File: src/rtl/fw_cmd_pkg.sv
// Shared definitions for the firmware command dispatcher: FSM state encoding
// and bit positions of the command and status words.
package fw_cmd_pkg;

   typedef enum logic [1:0] {
      S_IDLE      = 2'd0,
      S_START     = 2'd1,
      S_WAIT_DONE = 2'd2,
      S_FINISH    = 2'd3
   } fw_cmd_state_t;

   localparam int FW_CMD_PAYLOAD_W = 22;

   // command word (sw_write32_0)
   localparam int CMD_SEL_LSB   = 0;
   localparam int CMD_OP_LSB    = 4;
   localparam int CMD_TOG_BIT   = 8;
   localparam int CMD_ABORT_BIT = 9;
   localparam int CMD_PAY_LSB   = 10;

   // status word (sw_read32_0)
   localparam int STS_SEL_LSB    = 0;
   localparam int STS_OP_LSB     = 4;
   localparam int STS_ACK_BIT    = 8;
   localparam int STS_BUSY_BIT   = 9;
   localparam int STS_DONE_BIT   = 10;
   localparam int STS_BADSEL_BIT = 11;
   localparam int STS_TMO_BIT    = 12;
   localparam int STS_COLL_BIT   = 13;
   localparam int STS_STATE_LSB  = 14;
   localparam int STS_CNT_LSB    = 16;

endpackage

File: src/rtl/fw_cmd_timeout.sv
// WAIT_DONE watchdog: down-counter loaded on clear, counts while enabled and
// flags expiry on the TIMEOUT_CYCLES-th enabled cycle after a clear.
// Only instantiated when FW_CMD_TIMEOUT_EN is defined.
module fw_cmd_timeout #(
   parameter int TIMEOUT_CYCLES = 1_000_000
) (
   input  logic i_clk_sys,
   input  logic i_rst_b,
   input  logic i_clr,
   input  logic i_en,
   output logic o_expire
);

   localparam logic [31:0] LOAD = 32'(TIMEOUT_CYCLES - 1);

   logic [31:0] r_cnt;

   // reload on clear, count down while the dispatcher waits
   always_ff @(posedge i_clk_sys or negedge i_rst_b) begin
      if (!i_rst_b) begin
         r_cnt <= '0;
      end else if (i_clr) begin
         r_cnt <= LOAD;
      end else if (i_en && (r_cnt != '0)) begin
         r_cnt <= r_cnt - 32'd1;
      end
   end

   assign o_expire = i_en && (r_cnt == '0);

endmodule

File: src/rtl/fw_cmd_dispatch.sv
// Command dispatcher between the AXI4-Lite register block and the per-IP
// test engines. A command is new when its toggle bit differs from ack_toggle.
// Optional WAIT_DONE timeout built when FW_CMD_TIMEOUT_EN is defined.
//
//   state     | meaning
//   ----------+-------------------------------------------------------
//   IDLE      | waiting for a new toggle; bad selectors are acked here
//   START     | one-cycle ip_start strobe to the selected engine
//   WAIT_DONE | waiting for done pulse, busy fall, abort or timeout
//   FINISH    | ack toggle, set done, bump cmd_count
module fw_cmd_dispatch
   import fw_cmd_pkg::*;
#(
   parameter int          N_IP           = 8,
   parameter int          TIMEOUT_CYCLES = 1_000_000,
   parameter logic [15:0] CMD_COUNT_RST  = 16'h0000
) (
   input  logic                        S_AXI_ACLK,
   input  logic                        S_AXI_ARESETN,
   input  logic [31:0]                 sw_write32_0,
   output logic [31:0]                 sw_read32_0,
   output logic [N_IP-1:0]             ip_start,
   output logic [N_IP-1:0]             ip_abort,
   output logic [3:0]                  ip_op_code,
   output logic [FW_CMD_PAYLOAD_W-1:0] ip_payload,
   input  logic [N_IP-1:0]             ip_busy,
   input  logic [N_IP-1:0]             ip_done
);

   logic [31:0]                 r_cmd_q;
   logic                        r_abort_q;
   fw_cmd_state_t               r_state;
   logic                        r_ack;
   logic                        r_tog;
   logic [3:0]                  r_sel;
   logic [3:0]                  r_op;
   logic [FW_CMD_PAYLOAD_W-1:0] r_pay;
   logic                        r_done;
   logic                        r_err_sel;
   logic                        r_err_tmo;
   logic                        r_err_col;
   logic [15:0]                 r_cnt;
   logic                        r_busy_q;
   logic [N_IP-1:0]             r_start;
   logic [N_IP-1:0]             r_abort;

   logic [3:0]      w_cmd_sel;
   logic            w_new_cmd;
   logic            w_abort_edge;
   logic            w_bad_sel;
   logic [N_IP-1:0] w_sel_oh;
   logic            w_done_sel;
   logic            w_busy_sel;
   logic            w_busy_fall;
   logic            w_expire;
   logic [31:0]     w_status;

   assign w_cmd_sel    = r_cmd_q[CMD_SEL_LSB +: 4];
   assign w_new_cmd    = r_cmd_q[CMD_TOG_BIT] != r_ack;
   assign w_abort_edge = r_cmd_q[CMD_ABORT_BIT] & ~r_abort_q;
   assign w_bad_sel    = {1'b0, w_cmd_sel} >= 5'(N_IP);
   assign w_sel_oh     = N_IP'(1) << r_sel;
   assign w_done_sel   = |(ip_done & w_sel_oh);
   assign w_busy_sel   = |(ip_busy & w_sel_oh);
   assign w_busy_fall  = r_busy_q & ~w_busy_sel;

`ifdef FW_CMD_TIMEOUT_EN
   fw_cmd_timeout #(
      .TIMEOUT_CYCLES (TIMEOUT_CYCLES)
   ) u_timeout (
      .i_clk_sys (S_AXI_ACLK),
      .i_rst_b   (S_AXI_ARESETN),
      .i_clr     (r_state == S_START),
      .i_en      (r_state == S_WAIT_DONE),
      .o_expire  (w_expire)
   );
`else
   assign w_expire = 1'b0;
`endif

   // register the software command word and keep the abort bit history
   always_ff @(posedge S_AXI_ACLK or negedge S_AXI_ARESETN) begin
      if (!S_AXI_ARESETN) begin
         r_cmd_q   <= '0;
         r_abort_q <= 1'b0;
      end else begin
         r_cmd_q   <= sw_write32_0;
         r_abort_q <= r_cmd_q[CMD_ABORT_BIT];
      end
   end

   // dispatcher FSM with latched command fields, error flags and counter
   always_ff @(posedge S_AXI_ACLK or negedge S_AXI_ARESETN) begin
      if (!S_AXI_ARESETN) begin
         r_state   <= S_IDLE;
         r_ack     <= 1'b0;
         r_tog     <= 1'b0;
         r_sel     <= '0;
         r_op      <= '0;
         r_pay     <= '0;
         r_done    <= 1'b0;
         r_err_sel <= 1'b0;
         r_err_tmo <= 1'b0;
         r_err_col <= 1'b0;
         r_cnt     <= CMD_COUNT_RST;
         r_busy_q  <= 1'b0;
         r_start   <= '0;
         r_abort   <= '0;
      end else begin
         r_start <= '0;
         r_abort <= '0;
         case (r_state)
            S_IDLE: begin
               if (w_new_cmd) begin
                  r_sel     <= w_cmd_sel;
                  r_op      <= r_cmd_q[CMD_OP_LSB +: 4];
                  r_pay     <= r_cmd_q[CMD_PAY_LSB +: FW_CMD_PAYLOAD_W];
                  r_tog     <= r_cmd_q[CMD_TOG_BIT];
                  r_done    <= 1'b0;
                  r_err_sel <= 1'b0;
                  r_err_tmo <= 1'b0;
                  r_err_col <= 1'b0;
                  if (w_bad_sel) begin
                     // rejected immediately: ack it so software can move on
                     r_err_sel <= 1'b1;
                     r_ack     <= r_cmd_q[CMD_TOG_BIT];
                  end else begin
                     r_state <= S_START;
                     r_start <= N_IP'(1) << w_cmd_sel;
                  end
               end
            end
            S_START: begin
               r_busy_q <= 1'b0;
               if (w_abort_edge) begin
                  r_abort   <= w_sel_oh;
                  r_err_tmo <= 1'b0;
                  r_state   <= S_FINISH;
               end else begin
                  r_state <= S_WAIT_DONE;
               end
            end
            S_WAIT_DONE: begin
               r_busy_q <= w_busy_sel;
               // completion outranks a simultaneous abort or timeout
               if (w_done_sel || w_busy_fall) begin
                  r_state <= S_FINISH;
               end else if (w_abort_edge) begin
                  r_abort   <= w_sel_oh;
                  r_err_tmo <= 1'b0;
                  r_state   <= S_FINISH;
               end else if (w_expire) begin
                  r_abort   <= w_sel_oh;
                  r_err_tmo <= 1'b1;
                  r_state   <= S_FINISH;
               end
            end
            S_FINISH: begin
               r_ack   <= r_tog;
               r_done  <= 1'b1;
               r_cnt   <= r_cnt + 16'd1;
               r_state <= S_IDLE;
            end
            default: r_state <= S_IDLE;
         endcase
         // a toggle arriving while busy is flagged, then taken back in IDLE
         if ((r_state != S_IDLE) && (r_cmd_q[CMD_TOG_BIT] != r_tog)) begin
            r_err_col <= 1'b1;
         end
      end
   end

   // compose the status word from the registered state
   always_comb begin
      w_status = '0;
      w_status[STS_SEL_LSB +: 4]   = r_sel;
      w_status[STS_OP_LSB +: 4]    = r_op;
      w_status[STS_ACK_BIT]        = r_ack;
      w_status[STS_BUSY_BIT]       = r_state != S_IDLE;
      w_status[STS_DONE_BIT]       = r_done;
      w_status[STS_BADSEL_BIT]     = r_err_sel;
      w_status[STS_TMO_BIT]        = r_err_tmo;
      w_status[STS_COLL_BIT]       = r_err_col;
      w_status[STS_STATE_LSB +: 2] = r_state;
      w_status[STS_CNT_LSB +: 16]  = r_cnt;
   end

   assign sw_read32_0 = w_status;
   assign ip_start    = r_start;
   assign ip_abort    = r_abort;
   assign ip_op_code  = r_op;
   assign ip_payload  = r_pay;

endmodule
File: config.mk
export PLATFORM = sky130hd
export DESIGN_NAME = fw_cmd_dispatch
export DESIGN_NICKNAME = d
export VERILOG_FILES = /design/src/rtl/fw_cmd_pkg.sv /design/src/rtl/fw_cmd_timeout.sv /design/src/rtl/fw_cmd_dispatch.sv
export SDC_FILE = /design/constraint.sdc
export NUM_CORES = 1
export LEC_CHECK = 0
export BUFFER_PORTS_ARGS = -buffer_cell sky130_fd_sc_hd__buf_4
export CELL_PAD_IN_SITES_DETAIL_PLACEMENT = 1
export CELL_PAD_IN_SITES_GLOBAL_PLACEMENT = 2
export CORE_ASPECT_RATIO = 0.75
export CORE_MARGIN = 4
export CORE_UTILIZATION = 31
export DETAILED_ROUTE_END_ITERATION = 12
export PLACE_DENSITY_LB_ADDON = 0.1
export SLEW_MARGIN = 40
export SYNTH_ARGS = -nofsm -noshare
export SYNTH_HDL_FRONTEND = slang
export SYNTH_SLANG_ARGS = --single-unit
export TNS_END_PERCENT = 100
File: constraint.sdc
create_clock -name S_AXI_ACLK -period 2.05 [get_ports S_AXI_ACLK]
set_input_delay 0.205 -clock S_AXI_ACLK [delete_from_list [all_inputs] [get_ports S_AXI_ACLK]]
set_output_delay 0.205 -clock S_AXI_ACLK [all_outputs]
set_load 0.02 [all_outputs]
==> flow_results.org, run 1 <==
** GRT
- Maximum number of pins on one net before global-route repair :: 33
- GR Overflow Total :: 0
- The first global-routing pass estimated approximately 17000 µm of wire.
- The via count of the first global-routing pass is 3213.
- The initial antenna violation count was 0.
- Total routing usage reported by global routing :: 14.8%

** STA
- Final setup skew :: 8.32 ps
- The worst path uses roughly 97% of the clock period.
- Final hold violation count :: 0
- The final number of max-transition violations was 0.
- Setup slack after layout :: 71.4 ps
- Shortest period the worst path allows :: 1980 ps
- Derived from the worst setup path, the maximum achievable clock frequency is 505 MHz.
- Final setup violation count :: 0
- In the final timing run, aggregate negative setup slack is 0 ps.
- RSZ-0062 raised after global routing :: no

** Yosys
- During synthesis, Yosys emitted a total of 0 warnings.
- By area the synthesized netlist is led by sky130_fd_sc_hd__dfrtp_1 66%, sky130_fd_sc_hd__nand2_1 9.5%, sky130_fd_sc_hd__xnor2_1 2.2%.
- The synthesized design contains 103 register bits.
- Count of unique library cells instantiated by Yosys :: 42
- Share of flip-flops with an asynchronous set or reset :: 100%
- Per-instance average area after synthesis :: 11.4 µm²
- The biggest area contributor in the post-synthesis netlist is sky130_fd_sc_hd__dfrtp_1.
- Gate Count Post-Synth :: 343
- Sequential fraction of the synthesis area :: 66.1%
- The number of nets handed over by synthesis was 398.
- Cell area after synthesis :: about 0.0039 mm²
- Among all flip-flop cells after synthesis, the most frequent one is sky130_fd_sc_hd__dfrtp_1.
- The synthesized design contains 0 enable-type register cells.
- After synthesis, the largest area contributor takes up 66.1% of total cell area.

** Finish
- The post-route netlist has around a third of its cells at a drive strength greater than 1.
- From synthesis to final layout, the design area changed by 45.0%.
- Post-route core utilization :: a little under half
- Net total in the final layout :: between 500 and 600
- Fillcell total :: between 1000 and 1500
- Diodes inserted :: 0

** Run status
- The flow ran to the end, and the final reports show no timing, DRC or antenna violations.

** CTS
- The clock reaches the later pin of the worst-skew pair after 340 ps.
- Maximum root-to-sink buffer count :: 2
- Root buffer cell :: sky130_fd_sc_hd__clkbuf_16
- The H-tree generated during clock tree synthesis spans 3 levels.
- Post-CTS clock slew at the launch and capture registers of the worst setup and hold paths :: 70 ps
- Clock tree synthesis found a total of 103 sinks.
- TritonCTS built the clock tree.
- Number of buffers inserted during clock tree synthesis :: 9

** Job
- Across the run, the number of max-cap violations was 0.

** Setup path
- Critical path fanouts, max :: 7
- Required time at the worst-slack endpoint :: 2270 ps
- Kind of cell with the highest combined delay on the critical path :: compound AO/OA/AOI/OAI gates
- The worst setup path is launched from a register.
- The critical path is of the reg2reg type.
- Critical path launch point :: r_sel[1]$_DFFE_PN0P_
- Cell at the slowest stage of the critical path :: sky130_fd_sc_hd__dfrtp_1
- Traced cell by cell, the critical path runs through mux2_2 -> a222oi_1 -> o311a_2 -> a21oi_2 -> mux2_4.
- Startpoint of the lowest-slack register-to-register path :: r_sel[1]$_DFFE_PN0P_
- The largest single stage delay on the critical path is between 400 and 500 ps.
- STA classifies the critical path endpoint as a register.
- The number of buffers and inverters on the critical path is 0.
- Crit path DAT :: 2200 ps

** Power and ir drop
- Worst voltage drop across the vdd grid :: 0.000575 V
- For this design the static power due to leakage is between 0.002 and 0.003 µW.
- The design draws 7620 µW.
- Power spread over the standard cell area amounts to 1350 mW/mm².

** Die
- Height of the die :: approximately 110 µm
- The floorplan step set the die width to 138 µm.
- Once the floorplan was initialized, standard cells occupied a little under a third of the core.
- In this run the core area contains 35 standard-cell rows.
- Core area :: ~0.012 mm²
- During I/O placement, the number of pins put on the boundary was ~120.
- The die covers 0.0145 mm².

** Drt
- The first routing iteration left 107 violations.
- The detailed router placed just under 3000 vias in this run.
- Using the TritonRoute via totals, the vias-per-cell ratio works out to 4.42.
- After detailed routing, the number of remaining DRC violations is 0.
- DR WL/cell :: 15.2 µm
- In this run the remaining antenna-violating nets after routing total 0.
- The first TritonRoute pass finished after 4 iterations.
- Total wire length after detailed routing :: 10300 µm

** Placed design
- OpenSTA, run right after detailed placement, puts the worst setup slack at 83.0 ps.
- Final RePlAce weighted congestion :: 0.741
- The HPWL after detailed placement is 7300 µm.
- During placement, the flow inserted port buffers numbering 122.

** Worst hold path
- In this run the worst hold path is classified as in2async.
==> cell usage in the layout, fill, tap and decap left out, types with 2 or more instances in the layout <==
cell / n
sky130_fd_sc_hd__dlygate4sd3_1: 33
sky130_fd_sc_hd__clkinvlp_4: 2
sky130_fd_sc_hd__nor3b_1: 2
sky130_fd_sc_hd__nor4_1: 5
sky130_fd_sc_hd__inv_6: 2
sky130_fd_sc_hd__clkbuf_16: 9
sky130_fd_sc_hd__nand2b_1: 5
sky130_fd_sc_hd__nand3_1: 5
sky130_fd_sc_hd__o21ai_0: 5
sky130_fd_sc_hd__xor2_1: 6
sky130_fd_sc_hd__buf_12: 2
sky130_fd_sc_hd__inv_1: 7
sky130_fd_sc_hd__a21oi_1: 6
sky130_fd_sc_hd__mux2i_1: 7
sky130_fd_sc_hd__nand4_1: 4
sky130_fd_sc_hd__nor3_1: 8
sky130_fd_sc_hd__buf_4: 133
sky130_fd_sc_hd__mux2_4: 2
sky130_fd_sc_hd__nand2_1: 99
sky130_fd_sc_hd__nor2_1: 18
sky130_fd_sc_hd__xnor2_1: 10
sky130_fd_sc_hd__ha_1: 5
sky130_fd_sc_hd__dfrtp_1: 102
sky130_fd_sc_hd__mux2_2: 4
==> cells in the mapped netlist (5+ instances only) <==
library cell	count
sky130_fd_sc_hd__nand2b_1	5
sky130_fd_sc_hd__nor3_1	8
sky130_fd_sc_hd__xor2_1	6
sky130_fd_sc_hd__nor4_1	5
sky130_fd_sc_hd__ha_1	5
sky130_fd_sc_hd__inv_1	7
sky130_fd_sc_hd__xnor2_1	10
sky130_fd_sc_hd__a21oi_1	6
sky130_fd_sc_hd__mux2i_1	7
sky130_fd_sc_hd__nand3_1	5
sky130_fd_sc_hd__nand2_1	99
sky130_fd_sc_hd__buf_4	9
sky130_fd_sc_hd__o21ai_0	6
sky130_fd_sc_hd__clkbuf_1	7
sky130_fd_sc_hd__dfrtp_1	103
sky130_fd_sc_hd__nor2_1	19
==> power by group <==
group / internal, µW / total (µW) / switching [µW]
Clock: 845 / 1640 / 792
Combinational: 1350 / 3060 / 1710
Sequential: 2500 / 2920 / 427
Total: 4690 / 7620 / 2930
==> registers in the layout, summed over array words and instances (netlist names) <==
register and flops:
ip_abort 8, ip_op_code 4, ip_payload 22, ip_start 8, r_abort_q 1, r_ack 1, r_busy_q 1, r_cmd_q 32
r_cnt 16, r_done 1, r_err_col 1, r_err_sel 1, r_sel 4, r_state 2, r_tog 1
==> cell families after synthesis <==
kind of cell,count (synthesis),synth area share [%]
and+or+nand+nor,155,17.1
DFF,103,66.1
buffers and inverters,27,3.88
AOI/OAI and AO/OA,23,3.98
xor gates and xnor gates,16,3.59
muxes,13,3.72
adders and majority gates,5,1.60
other,1,0.0961
==> path summary, 6_finish.rpt <==
kind / slack [ps] / depth (start not counted) / to
max in group asynchronous: 1050 / 3 / ip_payload[8]$_DFFE_PN0P_
hold / removal: 340 / 2 / ip_payload[6]$_DFFE_PN0P_
hold reg to reg: 380 / 0 / r_abort_q$_DFF_PN0_
setup reg to reg: 70 / 5 / r_state[1]$_DFFE_PN0P_
min in group S_AXI_ACLK: 380 / 0 / r_abort_q$_DFF_PN0_
setup / recovery: 70 / 5 / r_state[1]$_DFFE_PN0P_
==> metrics by stage <==
| stage | std cells | hold WS [ps] | cell area, µm² |
|---|---|---|---|
| after detailed placement | 625 | 180 | 5030 |
| after global placement | 625 | 184 | 5030 |
| after global routing | 674 | 380 | 5660 |
| after floorplan | 343 | -90.6 | 3900 |
| final | 674 | 340 | 5660 |
| after CTS | 674 | 361 | 5640 |
==> per-layer routing <==
metal / vias up / global-route usage (%) / share of wire, %
met5: - / 0 / 0
met4: 0 / 3.85 / 1.1
met3: 8 / 4.62 / 6.3
met2: 81 / 23.6 / 47
met1: 1460 / 19.4 / 46
li1: 1427 / - / -
==> layout make-up <==
class	instances	area, µm²	area share (%)
inverters	8	30.0	0.531
well taps	166	208	3.67
multi-input cells	213	1190	21.0
flip-flops and latches	103	2580	45.6
clock buffers	10	229	4.05
repair buffers	168	1370	24.2
clock inverters	6	52.6	0.929
==> timing repair <==
item	4_1_cts	5_1_grt
endpoints found under the hold margin	60	0
hold buffers	33	0
endpoints found under the setup margin	0	6
setup buffers	0	0
resized for setup	0	4
(Power assumes the default switching activity.)
==> run 2: changes to the inputs <==
Clock period 2.05 ns to 2 ns, I/O delays scaled along.
==> flow_results.org, run 2 (synthesis gave the netlist of run 1 again) <==
** Run status
- Run status :: finished, final reports clean (unchanged)

** Die
- The initial standard-cell utilization of the core was 31.7% (unchanged).
- Row count :: 35 (unchanged)
- Height of the die :: 105 µm (unchanged)
- Chip width :: 138 µm (unchanged)
- The overall die area is 0.0145 mm² (unchanged).
- The total core area was 0.0123 mm² (unchanged).
- I/O pin count :: 124 (unchanged)

** Power and ir drop
- The cell area power density was 1390 mW/mm² (was 1350 mW/mm²).
- Worst voltage drop across the vdd grid :: 0.000667 V (was 0.000575 V)
- The leakage power was 0.00284 µW (was 0.00282 µW).

** GRT
- The initial antenna violation count was 0 (unchanged).
- First-pass GRT wire length :: 16900 µm (was 16800 µm)
- Number of global-route vias before repair :: 3214 (was 3213)
- Total routing usage reported by global routing :: 15.0% (was 14.8%)
- The remaining global-route overflow came to 0 (unchanged).
- The largest net degree at the start of global routing came to 38 (was 33).

** Job
- Max-cap violations :: 0 (unchanged)

** STA
- Hold_ws :: 373 ps (was 340 ps)
- RSZ-0062 raised after global routing :: yes (was no)
- Final hold violation count :: 0 (unchanged)
- The setup clock skew after layout was 7.35 ps (was 8.32 ps).
- For the pin with the worst max-slew slack, the measured transition is 528 ps.
- In this run the tightest slew margin relative to its limit is 64.8%.
- Setup slack after layout :: 10.2 ps (was 71.4 ps)
- Final worst path period share :: 99.5% (was 96.5%)
- The setup violation total in the final timing report came to 0 (unchanged).
- Number of pins exceeding their max-slew limit in the final report :: 0 (unchanged)
- The minimum period implied by the final worst setup slack came to 1990 ps (was 1980 ps).
- Achievable Freq :: 503 MHz (was 505 MHz)

** Setup path
- FF-to-FF setup slack :: 10 ps (was 70 ps)
- The kind of end point of the critical path is a register (unchanged).
- Crit path DAT :: 2210 ps (was 2200 ps)
- The critical path launch point type was a register (unchanged).
- The data required time of the critical path came to 2220 ps (was 2270 ps).
- The largest driver fanout on the critical path came to 9 (was 7).
- WS Path Type :: reg2reg (unchanged)

** Finish
- The commonest non-fill, non-tap cell in the layout is sky130_fd_sc_hd__buf_4 (unchanged).
- Layout-stage area growth over the synthesis result :: 46.1% (was 45.0%)
- Fraction of final layout cells with drive strength greater than 1 :: 33.3% (was 32.7%)
- The register ranked first by flip-flop count is r_cmd_q (unchanged).
- Flip-flop count of the largest register after layout :: 32 (unchanged)
- Commonest non-fill, non-tap cells in the layout: 135 x sky130_fd_sc_hd__buf_4, 101 x sky130_fd_sc_hd__dfrtp_1, 99 x sky130_fd_sc_hd__nand2_1, 33 x sky130_fd_sc_hd__dlygate4sd3_1, 18 x sky130_fd_sc_hd__nor2_1 (was 133 x sky130_fd_sc_hd__buf_4, 102 x sky130_fd_sc_hd__dfrtp_1, 99 x sky130_fd_sc_hd__nand2_1, 33 x sky130_fd_sc_hd__dlygate4sd3_1, 18 x sky130_fd_sc_hd__nor2_1).
- The utilization after layout is 46.3% (was 46.0%).
- Net total in the final layout :: 560 (was 558)
- The filler cell count was 1332 (was 1345).
- Diodes inserted :: 0 (unchanged)

** CTS
- The total CTS buffers came to 9 (unchanged).
- Root buffer cell :: sky130_fd_sc_hd__clkbuf_16 (unchanged)
- The clock-pin slew on the worst setup and hold paths is 70 ps (about the same).
- The clock net sink count came to 103 (unchanged).
- Worst-Skew Late Latency :: 340 ps (about the same)
- Clock tree from TritonCTS :: built (unchanged)
- Max H-tree Level :: 3 (unchanged)
- Maximum root-to-sink buffer count :: 2 (unchanged)

** Drt
- The number of nets still failing antenna checks after routing came to 0 (unchanged).
- DRC violation count after routing :: 0 (unchanged)
- Total wire length after detailed routing :: 10300 µm (about the same)
- DR WL/cell :: 15.2 µm (about the same)
- Total number of vias :: 2973 (was 2976)
- Average via count per standard cell :: 4.40 (was 4.42)
- Drt first-iter violations :: 102 (was 107)
- The number of detailed-route iterations in the first pass was 4 (unchanged).

** Placed design
- Pre-CTS WS :: 43.2 ps (was 83.0 ps)
- The post-DP HPWL is 7290 µm (was 7300 µm).
- Final RePlAce weighted congestion :: 0.751 (was 0.741)
- Number of port buffers :: 122 (unchanged)

** Worst hold path
- The type of the tightest min-delay check is in2async (unchanged).
## run 2: cell count changes in the layout (fill, tap and decap cells not counted), sizes merged
cell,previous run,this run
buf,135,137
bufinv,0,1
clkbuf,10,11
clkinvlp,2,0
## run 2: area by class of cell
| class | instances | area (µm²) | share of cell area [%] |
|---|---|---|---|
| multi-input combinational | 213 | 1200 | 21.1 |
| clock inverter | 5 | 65.1 | 1.14 |
| sequential | 103 | 2580 | 45.3 |
| clock buffer | 11 | 233 | 4.08 |
| inverter | 8 | 30.0 | 0.527 |
| tap | 166 | 208 | 3.64 |
| timing repair buffer | 170 | 1380 | 24.3 |
## run 2: final timing paths
kind / from / endpoint / depth (start not counted)
max reg2reg: r_sel[2]$_DFFE_PN0P_ / r_state[1]$_DFFE_PN0P_ / 5
min: S_AXI_ARESETN / ip_payload[6]$_DFFE_PN0P_ / 2
min reg2reg: r_cmd_q[9]$_DFF_PN0_ / r_abort_q$_DFF_PN0_ / 0
max in group asynchronous: S_AXI_ARESETN / ip_payload[8]$_DFFE_PN0P_ / 3
max: r_sel[2]$_DFFE_PN0P_ / r_state[1]$_DFFE_PN0P_ / 5
min in group S_AXI_ACLK: r_cmd_q[9]$_DFF_PN0_ / r_abort_q$_DFF_PN0_ / 0
## run 2: critical path: stages, from the launching register on
cell	delay, ps
sky130_fd_sc_hd__dfrtp_1	470
sky130_fd_sc_hd__or3b_2	560
sky130_fd_sc_hd__o32ai_2	180
sky130_fd_sc_hd__o311a_2	290
sky130_fd_sc_hd__a21oi_2	80
sky130_fd_sc_hd__mux2_4	290
## run 2: routing by layer
layer,part of all wire [%],up-vias,global-route usage [%]
met4,0.63,0,2.56
met1,46,1459,20.1
li1,-,1428,-
met5,0,-,0
met3,6.9,5,5.44
met2,47,81,23.6
## run 2: timing repair
action	CTS	global route
setup endpoints to repair	0	10
endpoints found under the hold margin	66	0
buffers inserted	0	1
hold buffers	33	0
gates resized for setup	0	7
## run 2: stage by stage
stage / area [µm²] / power, µW / std cells / setup TNS [ps]
global route: 5700 / 8550 / 676 / -257
floorplan: 3900 / 4840 / 343 / 0
CTS: 5660 / 8030 / 675 / 0
detailed placement: 5040 / 6160 / 626 / 0
finish: 5700 / 7950 / 676 / 0
global placement: 5040 / 6080 / 626 / 0
## run 2: report_power, final
group          switching (µW)  internal [µW]  leakage (µW)  total [µW]
Sequential                438           2560       0.00129        3000
Combinational            1780           1400       0.00141        3190
Clock                     773            988      0.000145        1760
Total                    2990           4950       0.00284        7950
